[src/rtl/clk_div_prog.sv]
// Programmable clock divider: registered divided clock plus a one-cycle tick
// on each rising edge. Ratio is latched only at period boundaries.
//
// Ports:
//   clk, rst (sync, active-high), en (count enable), restart (phase reset)
//   div [CNT_W-1:0]   requested ratio; values below 2 behave as 2
//   clk_div_out       divided clock, high floor(N/2) cycles, low the rest
//   tick              one-cycle pulse with each clk_div_out rise
//   period_cnt [15:0] completed-period counter, present only when the
//                     CLK_DIV_PROG_CNT_EN macro is defined
module clk_div_prog #(
  parameter int CNT_W = 8
) (
  input  logic             clk,
  input  logic             rst,
  input  logic             en,
  input  logic             restart,
  input  logic [CNT_W-1:0] div,
`ifdef CLK_DIV_PROG_CNT_EN
  output logic [15:0]      period_cnt,
`endif
  output logic             clk_div_out,
  output logic             tick
);

  logic [CNT_W-1:0] cnt;
  logic [CNT_W-1:0] n_act;
  logic [CNT_W-1:0] div_c;
  logic [CNT_W-1:0] cnt_inc;
  logic [CNT_W-1:0] high_len;
  logic             wrap;

  assign div_c    = (div < CNT_W'(2)) ? CNT_W'(2) : div;
  assign cnt_inc  = cnt + CNT_W'(1);
  assign high_len = n_act >> 1;
  // n_act is always >= 2, so the subtraction cannot underflow
  assign wrap     = (cnt == n_act - CNT_W'(1));

  always_ff @(posedge clk) begin
    if (rst || restart) begin
      cnt         <= '0;
      n_act       <= div_c;
      clk_div_out <= 1'b0;
      tick        <= 1'b0;
    end else if (!en) begin
      tick        <= 1'b0;
    end else if (wrap) begin
      // ratio changes take effect only here, keeping periods glitch-free
      cnt         <= '0;
      n_act       <= div_c;
      clk_div_out <= 1'b1;
      tick        <= 1'b1;
    end else begin
      cnt  <= cnt_inc;
      tick <= 1'b0;
      if (cnt_inc == high_len) begin
        clk_div_out <= 1'b0;
      end
    end
  end

`ifdef CLK_DIV_PROG_CNT_EN
  always_ff @(posedge clk) begin
    if (rst || restart) begin
      period_cnt <= '0;
    end else if (en && wrap) begin
      period_cnt <= period_cnt + 16'd1;
    end
  end
`endif

endmodule

[config.mk]
export PLATFORM = sky130hd
export DESIGN_NAME = clk_div_prog
export DESIGN_NICKNAME = d
export VERILOG_FILES = /design/src/rtl/clk_div_prog.sv
export SDC_FILE = /design/constraint.sdc
export NUM_CORES = 1
export LEC_CHECK = 0
export CAP_MARGIN = 5
export CORE_MARGIN = 5
export CORE_UTILIZATION = 49
export CTS_CLUSTER_SIZE = 28
export DETAILED_ROUTE_END_ITERATION = 16
export PLACE_DENSITY = 0.74
export SKIP_CTS_REPAIR_TIMING = 1
export SYNTH_ARGS = -nofsm -noshare
export SYNTH_HDL_FRONTEND = slang
export SYNTH_SLANG_ARGS = --single-unit
export TNS_END_PERCENT = 10
[constraint.sdc]
create_clock -name clk -period 2.3 [get_ports clk]
set_clock_uncertainty 0.05 [all_clocks]
set_input_delay 0.69 -clock clk [delete_from_list [all_inputs] [get_ports clk]]
set_output_delay 0.69 -clock clk [all_outputs]
set_load 0.05 [all_outputs]
==> metrics.txt, run 1 <==
GP Congestion=0.878; Worst Hold Launch=cnt[1]; power share of the sequential group=0.526; start of the worst register-to-register path=n_act[7]; R2R setup slack=0.04 ns; arrival time of the worst setup path=2.22 ns; Root Driver=clkbuf_4; Switching Share=0.247; sequential fraction of the synthesis area=0.358; Slew Viols, Final=0; Worst-Margin Slew=0.492 ns; RSZ-0062 raised after global routing=true; max_cap viols=0; Leak=0.526 nW; post-route cell area=1470 um^2; Clock Sink Count=18; Final nets=168; VDD IR max=360 uV; IO Pins=14; layout cells sized above 1=0.170; top cell type's share of synthesized area=0.196; pwr dens=461 nW/um^2; Worst Path Max Fanout=8; Hold EP=cnt[1]; total number of vias=1,096; HP Class=register to register; Worst-path clk slew=0.11 ns; CP cell instances=xnor2_2 > xor2_1 > a31oi_1 > or3b_1 > a211oi_2 > a211o_4; Yosys Warn Count=0; Finish-stage setup viols=0; FP Rows=18; final WL=2.69 mm; GRT Overall Usage=0.163; Max Clock Freq=0.442 GHz; Register Area=440 um^2; DR DRC count=0; hold path cells=2; worst hold slack=0.524 ns; worst r2r path cells=6; starting density of the core=0.505; Psw=0.168 mW; port buffer count=13; slew margin rel.=0.671; area of the core=2430 um^2; count of cell types in the netlist=36; P_int=0.511 mW; CP max stage delay=0.45 ns; clock buffer depth=2; worst skew pair latency=0.30 ns; CP Launch Type=register; die area=3610 um^2; drt pass-1 iters=4; Post-DP Area=1390 um^2; antenna violations before repair=0; critical path class=register to register; Net Count, Synth=156; routed wl met3=147 um; run status=complete, no violations; Chip Height=60.1 um; CP Capture Type=register; WL/cell=14.7 um; vias in the first global route=998; fill cell count=202; synth top area cells=edfxtp_1 20%, dfxtp_1 16%, xnor2_1 10%; vias per cell=5.99; antenna-violating nets left=0; H-tree levels=1; cells after synthesis=142; Avg Cell Area, Syn=8.65 um^2; routed length on met2=1.34 mm; Critical-path top delay cell=edfxtp_1; CP required=2.26 ns; Clock Power Share=0.287; RR Endpoint=n_act[1]; multi-input combinational cell area=712 um^2; TritonCTS Buffers=3; Max Used Layer=met4; first-pass GRT wire length=4.45 mm; Metal-1 WL=1.11 mm; DP Wirelength=1.96 mm; die width=60.1 um; final worst path period need=2.26 ns; largest net degree at the start of global routing=26; CTS tree=built; combinational share of power=0.187; #FFs+latches synth=18; Final Cycle Share=0.983; initial DRC count=18; Area Overhead vs Synth=19.9%; Synth Cell Area=1230 um^2; dominant cell type by area after synthesis=edfxtp_1; Final Hold Vio Count=0; Overflow after GRT=0; Ant. Diodes=0
## worst max path at each step
stage	startpoint	end	slack (ns)	cells after the start
after floorplan	n_act[0]	n_act[0]	0.02	8
after global placement	en	clk_div_out	0.08	5
after detailed placement	n_act[7]	n_act[4]	-0.01	6
after CTS	n_act[7]	n_act[4]	-0.05	6
after global routing	n_act[7]	n_act[1]	-0.1	6
final	n_act[7]	n_act[1]	0.04	6
## synthesized netlist by cell type (all sizes together)
master	count
a2111oi	1
a211o	1
a211oi	6
a21o	1
a21oi	3
a31o	1
a31oi	5
a41oi	1
and3	5
and4bb	1
buf	3
clkbuf	17
dfxtp	10
edfxtp	8
ha	2
inv	3
mux2i	2
nand2	5
nand2b	2
nand3	7
nand3b	4
nand4	3
nor2	6
nor3	1
nor3b	1
nor4	2
nor4b	1
o211ai	1
o21a	1
o21ai	16
o22ai	1
or3b	1
xnor2	14
xor2	6
## power groups by stage
stage	logic [mW]	clock network, mW	registers [mW]
floorplan	0.0753	0	0.362
global placement	0.111	0	0.363
detailed placement	0.115	0	0.364
CTS	0.116	0.198	0.356
global route	0.137	0.215	0.359
finish	0.127	0.195	0.357
## stage by stage
stage          setup WS, ns  instances  utilization  setup TNS [ns]  power, mW
2_1_floorplan        0.0196        142            -               0      0.437
5_1_grt             -0.0961        183        0.605          -0.929      0.712
3_5_place_dp        -0.0130        176        0.570          -0.103      0.479
6_report             0.0393        183        0.605               0      0.679
4_1_cts             -0.0543        180        0.585          -0.433      0.671
3_3_place_gp         0.0794        176        0.570               0      0.474
## per-layer routing
metal | global-route usage | vias to the layer above
met5 | 0 | -
met4 | 0.0633 | 0
met3 | 0.0324 | 15
met2 | 0.292 | 42
met1 | 0.189 | 503
li1 | - | 536
## cell usage in the layout, fill, tap and decap left out, types with 2 or more instances in the layout
master / instances
o21ai_0: 16
mux2i_1: 2
dfxtp_1: 10
clkdlybuf4s50_1: 13
inv_1: 3
xor2_1: 6
a21oi_1: 3
nand3_1: 7
nand3b_1: 4
nor2_1: 5
a211oi_1: 5
nor4_1: 2
nand2_1: 5
and3_1: 5
clkbuf_4: 3
nand4_1: 3
xnor2_1: 13
edfxtp_1: 8
buf_4: 14
a31oi_1: 5
nand2b_1: 2
## critical path, delay by kind of cell, from the launching register on
kind	cells	cell delay [ns]
XOR/XNOR	2	0.49
flip-flops	1	0.45
AO/OA/AOI/OAI	3	0.60
AND/OR/NAND/NOR	1	0.38
## cell type report
type,count,share of cell area
flip-flops and latches,18,0.299
repair buffers,27,0.160
clock buffers,4,0.0246
well taps,30,0.0255
multi-input cells,101,0.483
inverters,3,0.00765
## registers in the layout, indices dropped and copies added, names as in the netlist
name / flops
cnt: 8
n_act: 8
clk_div_out: 1
tick: 1
## logic make-up after synthesis
group,count (synthesis),share of synthesized area
AO/OA/AOI/OAI,38,0.197
XOR/XNOR,20,0.143
adder cells (fa/ha/maj),2,0.0204
buffers and inverters,23,0.0835
flip-flops,18,0.358
multiplexers,2,0.0163
AND/OR/NAND/NOR,39,0.182
No activity file was read; power rests on OpenSTA's default activity.
==> inputs of run 2 (changes only) <==
SKIP_CTS_REPAIR_TIMING = unset   (was 1)
==> run 2 against run 1 <==
Effect of this change: the flow now finishes with violations (setup timing); hold slack gained 0.0025 ns; wire length grew 4.9%; critical endpoint is now n_act[2]; fmax shrank 2.0%; clock power is essentially flat; sequential power is essentially flat; sequential share of layout area shrank 0.70 points; non-clock buffer count grew 3.
==> metrics.txt, run 2 (same netlist as run 1, synthesis figures left out) <==
area of the core=2430 um^2 (unchanged); DR DRC count=0 (unchanged); Leak=0.545 nW (was 0.526 nW); HP Class=register to register (unchanged); CTS tree=built (unchanged); Slew Viols, Final=0 (unchanged); Ant. Diodes=0 (unchanged); Post-DP Area=1390 um^2 (unchanged); max_cap viols=0 (unchanged); Finish-stage setup viols=8 (was 0); R2R setup slack=-0.006 ns (was 0.04 ns); final setup margin=-0.00587 ns (was 0.0393 ns); die width=60.1 um (unchanged); CP Capture Type=register (unchanged); vias in the first global route=1,040 (was 998); Final Hold Vio Count=0 (unchanged); starting density of the core=0.505 (unchanged); Worst Path Max Fanout=8 (unchanged); TritonCTS Buffers=3 (unchanged); fill cell count=202 (unchanged); RSZ-0062 raised after global routing=true (unchanged); DP Wirelength=1.96 mm (unchanged); Chip Height=60.1 um (unchanged); Clock Sink Count=18 (unchanged); post-route cell area=1510 um^2 (was 1470 um^2); WL/cell=15.2 um (was 14.7 um); clock buffer depth=2 (unchanged); antenna violations before repair=0 (unchanged); Worst-path clk slew=0.11 ns (about the same); slew margin rel.=0.671 (about the same); Largest regs=cnt: 8 flops, n_act: 8 flops (unchanged); antenna-violating nets left=0 (unchanged); non-filler instance count after layout=186 (was 183); VDD IR max=356 uV (was 360 uV); Final Cycle Share=1.00 (was 0.983); total number of vias=1,105 (was 1,096); placed cells=176 (unchanged); arrival time of the worst setup path=2.26 ns (was 2.22 ns); final WL=2.82 mm (was 2.69 mm); Worst Hold Launch=cnt[1] (unchanged); CP required=2.26 ns (about the same); failing checks=setup timing; commonest non-fill, non-tap cells in the layout=17 x buf_4, 16 x o21ai_0, 13 x xnor2_1, 13 x clkdlybuf4s50_1, 10 x dfxtp_1 (was 16 x o21ai_0, 14 x buf_4, 13 x xnor2_1, 13 x clkdlybuf4s50_1, 10 x dfxtp_1); vias per cell=5.94 (was 5.99); die area=3610 um^2 (unchanged); FP Rows=18 (unchanged); final worst path period need=2.31 ns (was 2.26 ns); CP startpoint=n_act[7] (unchanged); setup TNS=-0.0430 ns (was 0 ns); Register Area=440 um^2 (unchanged); start of the worst register-to-register path=n_act[7] (unchanged); Worst-Margin Slew=0.492 ns (about the same); worst r2r path cells=7 (was 6); hold path cells=2 (unchanged); CP Launch Type=register (unchanged); Final nets=171 (was 168); port buffer count=13 (unchanged); Total Power=0.688 mW (was 0.679 mW); Root Driver=clkbuf_4 (unchanged); pre-CTS WS=-0.0130 ns (unchanged); largest net degree at the start of global routing=26 (unchanged); multi-input combinational cell area=724 um^2 (was 712 um^2); pwr dens=456 nW/um^2 (was 461 nW/um^2); Hold EP=cnt[1] (unchanged); first-pass GRT wire length=4.59 mm (was 4.45 mm); drt pass-1 iters=4 (unchanged); most common cell after layout, fill and taps aside=buf_4 (was o21ai_0); worst skew pair latency=0.30 ns (about the same); Max Clock Freq=0.434 GHz (was 0.442 GHz); critical path class=register to register (unchanged); Area Overhead vs Synth=22.7% (was 19.9%); IO Pins=14 (unchanged); GRT Overall Usage=0.170 (was 0.163); Overflow after GRT=0 (unchanged); GP Congestion=0.878 (unchanged); H-tree levels=1 (unchanged); initial DRC count=19 (was 18); RR Endpoint=n_act[2] (was n_act[1]); layout cells sized above 1=0.186 (was 0.170); run status=finished, violations left (was complete, no violations)
run 2: worst max-delay path by stage:
stage                       end  slack [ns]  depth (start not counted)
detailed placement     n_act[4]       -0.01                          6
global route           n_act[1]       -0.13                          7
floorplan              n_act[0]        0.02                          8
global placement    clk_div_out        0.08                          5
finish                 n_act[2]      -0.006                          7
CTS                    n_act[4]      0.0003                          7
run 2: stage by stage:
stage / hold WS (ns) / utilization
2_1_floorplan: 0.461 / -
3_3_place_gp: 0.497 / 0.570
3_5_place_dp: 0.500 / 0.570
4_1_cts: 0.526 / 0.592
5_1_grt: 0.575 / 0.620
6_report: 0.527 / 0.620
run 2: layout make-up:
| class | instances | share of cell area |
|---|---|---|
| Clock buffer | 4 | 0.0241 |
| Inverter | 3 | 0.00747 |
| Multi-Input combinational cell | 101 | 0.480 |
| Sequential cell | 18 | 0.292 |
| Tap cell | 30 | 0.0249 |
| Timing Repair Buffer | 30 | 0.171 |
run 2: what timing repair did:
item                                   in CTS  in global routing
gates resized for setup                     2                  4
hold buffers                                0                  0
setup buffers                               0                  6
setup endpoints to repair                   8                 18
pin swaps                                   1                  4
endpoints found under the hold margin       0                  0
run 2: critical path, stage by stage (launching register included):
cell	delay, ns
edfxtp_1	0.46
xnor2_2	0.18
buf_4	0.16
nor4b_4	0.20
a31oi_1	0.06
or3b_1	0.40
a211oi_2	0.27
a211o_4	0.23
run 2: power by group:
group	internal (mW)	switching, mW	leakage (nW)
clock network	0.0965	0.0984	0.0210
registers	0.346	0.0115	0.162
logic	0.0733	0.0614	0.362
total	0.516	0.171	0.545
run 2: layer usage:
layer  global-route usage  part of all wire
met1                0.190              0.40
met2                0.304              0.53
met3               0.0302             0.053
met4               0.0854             0.018
met5                    0                 0
==> inputs of run 3 (changes only) <==
PLACE_DENSITY = 0.76   (was 0.74)
==> run 3 against run 2 <==
Effect of this change: the flow now finishes without violations; die area unchanged; register-to-register slack improved by 0.07 ns; combinational power decreased by 7%; final area is 3.2% lower; sequential share of layout area is 0.98 points higher; power shrank 5.0%; utilization shrank 2.0 points; critical endpoint is now n_act[5].
==> metrics.txt, run 3 (same netlist as run 1, synthesis figures left out) <==
commonest non-fill, non-tap cells in the layout=16 x o21ai_0, 13 x xnor2_1, 13 x clkdlybuf4s50_1, 13 x buf_4, 10 x dfxtp_1 (was 17 x buf_4, 16 x o21ai_0, 13 x xnor2_1, 13 x clkdlybuf4s50_1, 10 x dfxtp_1); FP Rows=18 (unchanged); H-tree levels=1 (unchanged); HP Class=register to register (unchanged); Leak=0.518 nW (was 0.545 nW); final setup margin=0.0619 ns (was -0.00587 ns); Finish-stage setup viols=0 (was 8); RR Endpoint=n_act[5] (was n_act[2]); Area Overhead vs Synth=18.7% (was 22.7%); met1 Usage GRT=0.212 (was 0.190); largest net degree at the start of global routing=26 (unchanged); DP Wirelength=2.03 mm (was 1.96 mm); DR DRC count=0 (unchanged); layout cells sized above 1=0.158 (was 0.186); placed cells=176 (unchanged); antenna violations before repair=0 (unchanged); Final Cycle Share=0.973 (was 1.00); multi-input combinational cell area=716 um^2 (was 724 um^2); initial DRC count=22 (was 19); Worst-path clk slew=0.11 ns (about the same); area of the core=2430 um^2 (unchanged); VDD IR max=351 uV (was 356 uV); final WL=2.70 mm (was 2.82 mm); Chip Height=60.1 um (unchanged); GRT Overall Usage=0.181 (was 0.170); Ant. Diodes=0 (unchanged); drt pass-1 iters=4 (unchanged); worst r2r path cells=7 (unchanged); run status=complete, no violations (was finished, violations left); R2R setup slack=0.06 ns (was -0.006 ns); Global Route met2 Usage=0.295 (was 0.304); critical path class=register to register (unchanged); hold path cells=2 (unchanged); final worst path period need=2.24 ns (was 2.31 ns); Hold EP=cnt[1] (unchanged); CP Launch Type=register (unchanged); TritonCTS Buffers=3 (unchanged); Worst-Margin Slew=0.491 ns (was 0.492 ns); vias in the first global route=1,010 (was 1,040); arrival time of the worst setup path=2.22 ns (was 2.26 ns); clock buffer depth=2 (unchanged); CTS tree=built (unchanged); Overflow after GRT=0 (unchanged); Register Area=440 um^2 (unchanged); RSZ-0062 raised after global routing=true (unchanged); starting density of the core=0.505 (unchanged); Max Clock Freq=0.447 GHz (was 0.434 GHz); total number of vias=1,076 (was 1,105); start of the worst register-to-register path=n_act[0] (was n_act[7]); fill cell count=215 (was 202); max_cap viols=0 (unchanged); Final nets=167 (was 171); port buffer count=13 (unchanged); non-filler instance count after layout=182 (was 186); Clock Sink Count=18 (unchanged); CP required=2.29 ns (was 2.26 ns); die width=60.1 um (unchanged); busiest grt layer=met2 (unchanged); WL/cell=14.8 um (was 15.2 um); antenna-violating nets left=0 (unchanged); pwr dens=448 nW/um^2 (was 456 nW/um^2); first-pass GRT wire length=4.70 mm (was 4.59 mm); IO Pins=14 (unchanged); slew margin rel.=0.672 (was 0.671); most common cell after layout, fill and taps aside=o21ai_0 (was buf_4); Worst Hold Launch=cnt[1] (unchanged); Worst Path Max Fanout=8 (unchanged); Slew Viols, Final=0 (unchanged); Root Driver=clkbuf_4 (unchanged); worst skew pair latency=0.31 ns (was 0.30 ns); vias per cell=5.91 (was 5.94); GP Congestion=0.858 (was 0.878); die area=3610 um^2 (unchanged); Largest regs=cnt: 8 flops, n_act: 8 flops (unchanged); pre-CTS WS=-0.0446 ns (was -0.0130 ns); GRT met3 Usage=0.0475 (was 0.0302); CP Capture Type=register (unchanged); Final Hold Vio Count=0 (unchanged)
[run 3: metal layers]
| layer | routed length [um] | share of wire |
|---|---|---|
| met1 | 1140 | 0.42 |
| met3 | 106 | 0.039 |
| met4 | 60 | 0.022 |
| met2 | 1390 | 0.51 |
| met5 | 0 | 0 |
[run 3: power breakdown]
part	switching (mW)	internal [mW]
registers	0.0102	0.346
logic	0.0586	0.0677
clock network	0.107	0.0635
[run 3: timing repair]
item,4_1_cts,5_1_grt
pin swaps,1,7
setup buffers,1,1
gates resized for setup,2,3
setup endpoints to repair,8,18
hold buffers,0,0
[run 3: worst max-delay path, cell delays in order (launching register included)]
cell	delay [ns]
edfxtp_1	0.43
inv_1	0.07
ha_1	0.23
nor4b_2	0.22
a31oi_1	0.06
or3b_1	0.41
a211oi_2	0.25
a211o_4	0.23
[run 3: metrics by stage]
stage	TNS, ns	cell area (um^2)	utilization	total power [mW]	hold slack [ns]
3_5_place_dp	-0.356	1390	0.570	0.480	0.501
6_report	0	1460	0.600	0.653	0.524
4_1_cts	0	1440	0.591	0.655	0.521
5_1_grt	-0.344	1460	0.600	0.690	0.561
3_3_place_gp	0	1390	0.570	0.476	0.493
2_1_floorplan	0	1230	-	0.437	0.461
[run 3: how the worst max path moves through the flow]
stage,start,cells after the start,slack [ns],end
3_3_place_gp,n_act[7],6,0.05,n_act[6]
2_1_floorplan,n_act[0],8,0.02,n_act[0]
4_1_cts,n_act[1],6,0.005,n_act[5]
5_1_grt,n_act[7],6,-0.04,n_act[6]
6_report,n_act[0],7,0.06,n_act[5]
3_5_place_dp,n_act[0],7,-0.04,n_act[5]
[run 3: final cells by class]
class	count	area share
multi-input combinational	101	0.491
clock inverter	1	0.00257
clock buffer	3	0.0154
tap	30	0.0257
sequential	18	0.302
inverter	3	0.00772
timing repair buffer	26	0.156
